==> config.mk <==
export PLATFORM = sky130hd
export DESIGN_NAME = fifo_wr_arbiter_flat
export DESIGN_NICKNAME = d
export VERILOG_FILES = /design/src/rtl/fifo_wr_arbiter_if.sv /design/src/rtl/fifo_wr_arbiter.sv /design/src/flat_wrapper.sv
export SDC_FILE = /design/constraint.sdc
export NUM_CORES = 1
export LEC_CHECK = 0
export CAP_MARGIN = 20
export CORE_MARGIN = 3
export CORE_UTILIZATION = 35
export CTS_CLUSTER_SIZE = 28
export DETAILED_ROUTE_END_ITERATION = 8
export PLACE_DENSITY = 0.9
export SETUP_SLACK_MARGIN = 0.05
export SLEW_MARGIN = 20
export SYNTH_ARGS = -nofsm -noshare
export SYNTH_HDL_FRONTEND = slang
export SYNTH_SLANG_ARGS = --single-unit
==> constraint.sdc <==
create_clock -name clk -period 4.5 [get_ports clk]
set_input_delay 1.125 -clock clk [delete_from_list [all_inputs] [get_ports clk]]
set_output_delay 1.125 -clock clk [all_outputs]
set_load 0.01 [all_outputs]
==> src/rtl/fifo_wr_arbiter_if.sv <==
// Producer/FIFO side bundle of the round-robin write arbiter.
// master = arbiter view, slave = producers plus FIFO view.
`timescale 1ns/1ps
interface fifo_wr_arbiter_if #(
  parameter int NUM_REQ = 4,
  parameter int DATA_W  = 8
);
  logic [NUM_REQ-1:0]          req_valid;
  logic [NUM_REQ*DATA_W-1:0]   req_data;
  logic [NUM_REQ-1:0]          req_ready;
  logic                        fifo_full;
  logic                        fifo_wrtEn;
  logic [DATA_W-1:0]           fifo_wrtData;
  logic [$clog2(NUM_REQ)-1:0]  grant_id;
  logic                        busy;

  modport master (
    input  req_valid, req_data, fifo_full,
    output req_ready, fifo_wrtEn, fifo_wrtData, grant_id, busy
  );

  modport slave (
    output req_valid, req_data, fifo_full,
    input  req_ready, fifo_wrtEn, fifo_wrtData, grant_id, busy
  );
endinterface

==> src/rtl/fifo_wr_arbiter.sv <==
// Round-robin arbiter sharing one FIFO write port among NUM_REQ producers,
// granting bursts of up to MAX_BURST beats and stalling on FIFO full.
`timescale 1ns/1ps
module fifo_wr_arbiter #(
  parameter int NUM_REQ   = 4,
  parameter int DATA_W    = 8,
  parameter int MAX_BURST = 4
) (
  input  logic               clk,
  input  logic               rst,
  fifo_wr_arbiter_if.master  bus
);
  localparam int GW = $clog2(NUM_REQ);
  localparam int BW = $clog2(MAX_BURST) + 1;

  typedef enum logic {IDLE, BURST} state_t;

  state_t          state_q, state_d;
  logic [GW-1:0]   last_grant_q, last_grant_d;
  logic [GW-1:0]   grant_id_q, grant_id_d;
  logic [GW-1:0]   cand;
  logic [BW-1:0]   beat_cnt_q, beat_cnt_d;
  logic [DATA_W-1:0] slice [NUM_REQ];
  logic            in_burst, owner_valid, xfer, found;

  for (genvar i = 0; i < NUM_REQ; i++) begin : g_slice
    assign slice[i] = bus.req_data[i*DATA_W +: DATA_W];
  end

  assign in_burst    = (state_q == BURST);
  assign owner_valid = bus.req_valid[grant_id_q];
  assign xfer        = in_burst & owner_valid & ~bus.fifo_full;

  // Only the owner ever sees ready, and never while the FIFO is full.
  always_comb begin
    bus.req_ready = '0;
    if (in_burst) bus.req_ready[grant_id_q] = ~bus.fifo_full;
  end

  assign bus.fifo_wrtEn   = xfer;
  assign bus.fifo_wrtData = in_burst ? slice[grant_id_q] : '0;
  assign bus.grant_id     = grant_id_q;
  assign bus.busy         = in_burst;

  always_comb begin
    state_d      = state_q;
    last_grant_d = last_grant_q;
    grant_id_d   = grant_id_q;
    beat_cnt_d   = beat_cnt_q;
    cand         = '0;
    found        = 1'b0;
    case (state_q)
      IDLE: begin
        // Search starts just past the previous owner, so it drops to lowest priority.
        for (int k = 1; k <= NUM_REQ; k++) begin
          cand = GW'((int'(last_grant_q) + k) % NUM_REQ);
          if (!found && bus.req_valid[cand]) begin
            found        = 1'b1;
            grant_id_d   = cand;
            last_grant_d = cand;
          end
        end
        if (found) begin
          state_d    = BURST;
          beat_cnt_d = '0;
        end
      end
      BURST: begin
        if (xfer) begin
          beat_cnt_d = beat_cnt_q + BW'(1);
          if (beat_cnt_q == BW'(MAX_BURST - 1)) state_d = IDLE;
        end else if (!owner_valid) begin
          state_d = IDLE;
        end
      end
      default: state_d = IDLE;
    endcase
  end

  always_ff @(posedge clk or posedge rst) begin
    if (rst) begin
      state_q      <= IDLE;
      last_grant_q <= GW'(NUM_REQ - 1);
      grant_id_q   <= '0;
      beat_cnt_q   <= '0;
    end else begin
      state_q      <= state_d;
      last_grant_q <= last_grant_d;
      grant_id_q   <= grant_id_d;
      beat_cnt_q   <= beat_cnt_d;
    end
  end
endmodule

==> src/flat_wrapper.sv <==
// flat-port wrapper written by rule: the top's interface ports become plain ports
module fifo_wr_arbiter_flat 
#(
  parameter int NUM_REQ   = 4,
  parameter int DATA_W    = 8,
  parameter int MAX_BURST = 4
)
  (clk, rst, bus_req_valid, bus_req_data, bus_fifo_full, bus_req_ready, bus_fifo_wrtEn, bus_fifo_wrtData, bus_grant_id, bus_busy);
  fifo_wr_arbiter_if #(.NUM_REQ(NUM_REQ), .DATA_W(DATA_W)) bus_i ();
  input  logic clk;
  input  logic rst;
  input wire logic [$bits(bus_i.req_valid)-1:0] bus_req_valid;
  input wire logic [$bits(bus_i.req_data)-1:0] bus_req_data;
  input wire logic [$bits(bus_i.fifo_full)-1:0] bus_fifo_full;
  output wire logic [$bits(bus_i.req_ready)-1:0] bus_req_ready;
  output wire logic [$bits(bus_i.fifo_wrtEn)-1:0] bus_fifo_wrtEn;
  output wire logic [$bits(bus_i.fifo_wrtData)-1:0] bus_fifo_wrtData;
  output wire logic [$bits(bus_i.grant_id)-1:0] bus_grant_id;
  output wire logic [$bits(bus_i.busy)-1:0] bus_busy;
  assign bus_i.req_valid = bus_req_valid;
  assign bus_i.req_data = bus_req_data;
  assign bus_i.fifo_full = bus_fifo_full;
  assign bus_req_ready = bus_i.req_ready;
  assign bus_fifo_wrtEn = bus_i.fifo_wrtEn;
  assign bus_fifo_wrtData = bus_i.fifo_wrtData;
  assign bus_grant_id = bus_i.grant_id;
  assign bus_busy = bus_i.busy;
  fifo_wr_arbiter #(.NUM_REQ(NUM_REQ), .DATA_W(DATA_W), .MAX_BURST(MAX_BURST)) u_core (.clk(clk), .rst(rst), .bus(bus_i));
endmodule
* Yosys cells after proc, flatten, opt, wreduce, memory -nomap -nowiden
Cells that the tools add are included.
** Operators by class
- Muxes and demuxes :: 37
- Reduce and logical (&&, ||, !) cells :: 10
- Multiply operators :: 0
- Magnitude comparators :: 7
- Bitwise logic cells :: 6
- Div/mod/pow operators :: 0
- Shift-type cells :: 0
- Eq/ne operators :: 3
- $add $sub $neg :: 5
** Operator list (count)
- 2-to-1 mux 8 bit :: 3
- 2-to-1 mux 1 bit :: 18
- binary-select mux 8 bit (select 2 bit) :: 1
- less-than comparator 2 x 3 -> 1 bit, second input constant :: 5
- binary-select mux 1 bit (select 2 bit) :: 5
- 2-to-1 mux 2 bit :: 4
- 2-to-1 mux 3 bit :: 2
- case mux 3 bit (2 select lines) :: 1
- adder 2 x 1 -> 2 bit, second input constant :: 2
- adder 2 bit, second input constant :: 2
- bitwise AND 4 bit :: 1
- logical AND 1 bit :: 4
- 2-to-1 mux 4 bit :: 1
- AND reduction 2 bit :: 2
- nonzero test 4 bit :: 1
- adder 3 x 1 -> 3 bit, second input constant :: 1
- == test 3 x 2 -> 1 bit, second input constant :: 1
- greater-or-equal comparator 3 bit, second input constant :: 1
- logical NOT 1 bit :: 3
- NOT 2 -> 3 bit :: 1
- bitwise AND 1 bit :: 2
- demux 1 bit (select 2 bit) :: 1
- greater-or-equal comparator 2 x 1 -> 1 bit, second input constant :: 1
- inequality test 2 x 1 -> 1 bit, second input constant :: 1
- 3 further kinds :: 4
** Word-level totals
- Memory bits (writable) :: 0
- Memory bits (read-only) :: 0
- Memories kept :: 0
- Latch bits :: 0
- Bits in registers :: 8

* Logic depth before layout (Yosys ltp)
- Word-level depth :: 19
- Mapped depth :: 6
- Mapped depth without buffers :: 5

* Worst setup path before layout
Ideal clock, no wire load.
- Path kind :: input-to-output
- From :: input port bus_req_valid[0]
- To :: output port bus_fifo_wrtEn
- Data arrival time :: 1.960 ns
- Required time :: 3.375 ns
- Stages on the path :: 4
- Path slack :: 1.415 ns
- Path through :: buf_4 > mux4_2 > nand2_1 > inv_1
** On the way
- Word-level cells in the longest chain between the ends :: 4
** Ends and longest elaborated chain
- from (decl) :: line flat_wrapper.sv:12 : input wire logic [$bits(bus_i.req_valid)-1:0] bus_req_valid;
- binary-select mux 1 bit (select 2 bit) :: line fifo_wr_arbiter.sv:31 : assign owner_valid = bus.req_valid[grant_id_q];
- 2-to-1 mux 1 bit (not written as such) :: line fifo_wr_arbiter.sv:31
- bitwise AND 1 bit (2 in series) :: line fifo_wr_arbiter.sv:32 : assign xfer = in_burst & owner_valid & ~bus.fifo_full;
- to (decl) :: line flat_wrapper.sv:16 : output wire logic [$bits(bus_i.fifo_wrtEn)-1:0] bus_fifo_wrtEn;
No other way between the ends. The select of a mux whose other input is x is not followed.

* Worst setup path in the final report
- From :: input port bus_req_valid[3]
- To :: output port bus_fifo_wrtEn
Same word-level chain as after synthesis.

==> summary.md <==
| Metric | Value |
|---|---|
| Outcome | `finished clean` |
| Uppermost signal routing layer after detailed routing | `met3` |
| Level count of the clock H-tree | `1` |
| Yosys synthesis warning count | `0` |
| Kind of critical path | `in2out` |
| First-pass GRT wire length | `3836 microns` |
| Slowest cell on the critical path | `sky130_fd_sc_hd__mux4_2` |
| Half-perimeter wire length after placement | `2124 microns` |
| Average vias per placed instance | `between 5 and 6` |
| Cell Rows | `16` |
| TritonCTS Buffers | `3` |
| Gr usage total | `0.1825` |
| Length of routed met3 wiring | `about 430 microns` |
| Top cell by count, worst path | `sky130_fd_sc_hd__clkdlybuf4s50_1` |
| Setup TNS | `0 ns` |
| Area Overhead vs Synth | `71.45%` |
| Worst endpoint required time | `3.38 ns` |
| Layout fillers | `152` |
| Detailed Route WL | `2545 microns` |
| Number of antenna-violating nets in the routed design | `0` |
| Final Slew Violations | `0` |
| Synth Net Count | `around 130` |
| Power density of the placed cells | `499.3 nW/um^2` |
| Total power of the final layout | `686.6 uW` |
| Worst skew pair latency | `0.26 ns` |
| Routed wl met2 | `between 1000 and 1500 microns` |
| Worst min-delay path class | `reg2reg` |
| DRT iter0 DRCs | `7` |
| Final hold violation count | `0` |
| Total congestion overflow | `0` |
| # port buffers | `54` |
| Core ar. | `2062 sq um` |
| Floorplan die height | `53.87 microns` |
| ANT cells | `0` |
| Postcts setup bufs | `0` |
| Number of buffers between clock root and the deepest sink | `2` |
| CTS root buf | `sky130_fd_sc_hd__clkbuf_4` |
| Remaining design rule violation count | `0` |
| Initial Util | `0.3890` |
| Leading cell types by total area after synthesis | `sky130_fd_sc_hd__mux4_2, sky130_fd_sc_hd__dfrtp_1, sky130_fd_sc_hd__dfstp_2` |
| Avg Synthesized Cell Area | `approximately 9.5 sq um` |
| EDFF count, synth | `0` |
| Final Critical Period | `4.031 ns` |
| Yosys top cell area share | `0.2527` |
| Wl on met1 | `897 microns` |
| Post-CTS resize count | `0` |
| Final layout net count | `179` |
| Setup Skew | `0.01124 ns` |
| Critical Path Source Type | `primary input` |
| Cell chain of the critical path | `clkdlybuf4s50_1 > mux4_2 > nand2_1 > inv_1 > clkdlybuf4s50_1` |
| Sequential cell area fraction in the yosys report | `0.2527` |
| Endpoints failing setup | `0` |
| Number of global-route vias before repair | `810` |
| Number of cells traversed by the worst hold path | `2` |
| Actual transition at the worst max-transition pin | `0.6745 ns` |
| Number of hold-repair buffers added at the cts stage | `0` |
| Slew HR | `0.5503` |
| Static Leakage | `0.0005415 uW` |
| Arrival time reported for the critical path endpoint | `2.91 ns` |
| Prevailing post-synth register cell | `sky130_fd_sc_hd__dfrtp_1` |
| CTS tree | `done` |
| Max Clock Freq | `around 0.25 GHz` |
| Depth of the worst register-to-register path | `4` |
| Number of antenna violations at the first check in global routing | `0` |
| Full die area | `2902 sq um` |
| Setup crit end kind | `primary output` |
| Die Span X | `53.87 microns` |
| Share of synthesized flip-flops with an asynchronous set or reset | `1.000` |
| Pin count of the biggest net entering global routing | `16` |
| Number of iterations in the first detailed-routing pass | `5` |
| WL per Instance | `15.52 microns` |
| Vias | `884` |
| Number of sinks handled by clock tree synthesis | `8` |
| Reported max-cap violation count | `0` |
| Number of synthesized register bits | `8` |
| Yosys top cell by area | `sky130_fd_sc_hd__mux4_2` |
| Unrepaired setup endpoints after global routing | `false` |
| Share of final-layout standard cells stronger than drive strength 1 | `0.1168` |
| Slowest cell delay on critical path | `0.55 ns` |
| Number of placed I/O pins | `55` |
| Cell area after technology mapping | `802.0 sq um` |
| RePlAce Congestion | `approximately 0.84` |
| Largest fanout of any net on the critical path | `7` |
| Cells after synthesis | `84` |
| Count of unique library cells instantiated by Yosys | `31` |
| Reg clk slew, reported paths | `0.06 ns` |
| Share of the clock period used by the worst path after layout | `0.8957` |
| IR Drop Worst-Case VDD | `0.3210 mV` |
[routing by layer]
metal | global-route usage | up-vias
li1 | - | 415
met3 | 0.09695 | 0
met2 | 0.3266 | 60
met5 | 0 | -
met4 | 0 | 0
met1 | 0.2014 | 409
[cell type report]
class | count | area (sq um) | share of cell area
clock buffer | 4 | 26.28 | 0.01911
inverter | 5 | 18.77 | 0.01365
multi-input combinational | 66 | 553.0 | 0.4022
sequential | 8 | 202.7 | 0.1474
tap | 27 | 33.78 | 0.02457
timing repair buffer | 54 | 540.5 | 0.3931
[flip-flops by register name, indices dropped and copies added, names as in the netlist]
name / flops
u_core.last_grant_q: 2
u_core.beat_cnt_q: 3
u_core.bus.grant_id: 2
u_core.bus.busy: 1
[report_power, final]
part | internal, uW | switching [uW] | leakage [uW] | total (uW)
registers | 110 | 87.3 | 0.0000963 | 197
clock network | 34.0 | 25.4 | 0.0000150 | 59.4
logic | 277 | 153 | 0.000430 | 430
[worst max-delay path, delay by kind of cell]
kind          cells  cell delay, ns
mux               1            0.55
buf+inv           3            1.06
simple gates      1            0.17
[Yosys cell counts (2+ instances only)]
cell                       instances
sky130_fd_sc_hd__nor2b_1           3
sky130_fd_sc_hd__mux4_2            9
sky130_fd_sc_hd__dfstp_2           2
sky130_fd_sc_hd__clkbuf_1          2
sky130_fd_sc_hd__nand2_1           7
sky130_fd_sc_hd__dfrtp_1           6
sky130_fd_sc_hd__ha_1              2
sky130_fd_sc_hd__inv_1             5
sky130_fd_sc_hd__nor2_1            5
sky130_fd_sc_hd__nand2b_1          3
sky130_fd_sc_hd__and2_1            8
sky130_fd_sc_hd__buf_4             2
sky130_fd_sc_hd__a21oi_1           4
sky130_fd_sc_hd__nand3_1           5
sky130_fd_sc_hd__o21ai_0           5
[placed cells by master (no fill, tap or decap), types with 2 or more instances in the layout]
| cell type | instances |
|---|---|
| sky130_fd_sc_hd__dfrtp_1 | 6 |
| sky130_fd_sc_hd__nor2_1 | 5 |
| sky130_fd_sc_hd__o21ai_0 | 5 |
| sky130_fd_sc_hd__clkbuf_4 | 3 |
| sky130_fd_sc_hd__nand3_1 | 5 |
| sky130_fd_sc_hd__clkdlybuf4s50_1 | 54 |
| sky130_fd_sc_hd__a21oi_1 | 4 |
| sky130_fd_sc_hd__nor2b_1 | 3 |
| sky130_fd_sc_hd__and2_1 | 8 |
| sky130_fd_sc_hd__dfstp_2 | 2 |
| sky130_fd_sc_hd__mux4_2 | 9 |
| sky130_fd_sc_hd__nand2_1 | 7 |
| sky130_fd_sc_hd__nand2b_1 | 3 |
| sky130_fd_sc_hd__inv_1 | 5 |
| sky130_fd_sc_hd__ha_1 | 2 |
[per-stage QoR]
stage	instances	worst slack [ns]	cell area, sq um	util	hold slack, ns
2_1_floorplan	84	1.415	802.0	-	0.4663
3_3_place_gp	160	0.5058	1349	0.6541	0.4861
3_5_place_dp	160	0.4705	1349	0.6541	0.4994
4_1_cts	164	0.4743	1375	0.6669	0.5125
5_1_grt	164	0.3915	1375	0.6669	0.5819
6_report	164	0.4692	1375	0.6669	0.5087
[logic make-up (layout without fill, tap and decap cells)]
logic type      after synthesis  count (layout)  share of synthesized area
buf+inv                      10              63                    0.05772
mux                           9               9                     0.2527
simple gates                 36              36                     0.2450
flops                         8               8                     0.2527
compound gates               18              18                     0.1498
fa+ha+maj                     2               2                    0.03120
xor+xnor                      1               1                    0.01092
[worst paths after layout]
check | end | slack (ns) | from
worst max-delay path | bus_fifo_wrtEn | 0.47 | bus_req_valid[3]
worst min-delay path | u_core.beat_cnt_q[2]$_DFFE_PP0P_ | 0.51 | u_core.beat_cnt_q[2]$_DFFE_PP0P_
worst max register to register | u_core.beat_cnt_q[0]$_DFFE_PP0P_ | 2.76 | u_core.bus.grant_id[1]$_DFFE_PP0P_
worst min register to register | u_core.beat_cnt_q[2]$_DFFE_PP0P_ | 0.51 | u_core.beat_cnt_q[2]$_DFFE_PP0P_
max in group asynchronous | u_core.last_grant_q[0]$_DFFE_PP1P_ | 3.10 | rst
min in group asynchronous | u_core.beat_cnt_q[2]$_DFFE_PP0P_ | 1.11 | rst
(Power assumes the default switching activity.)
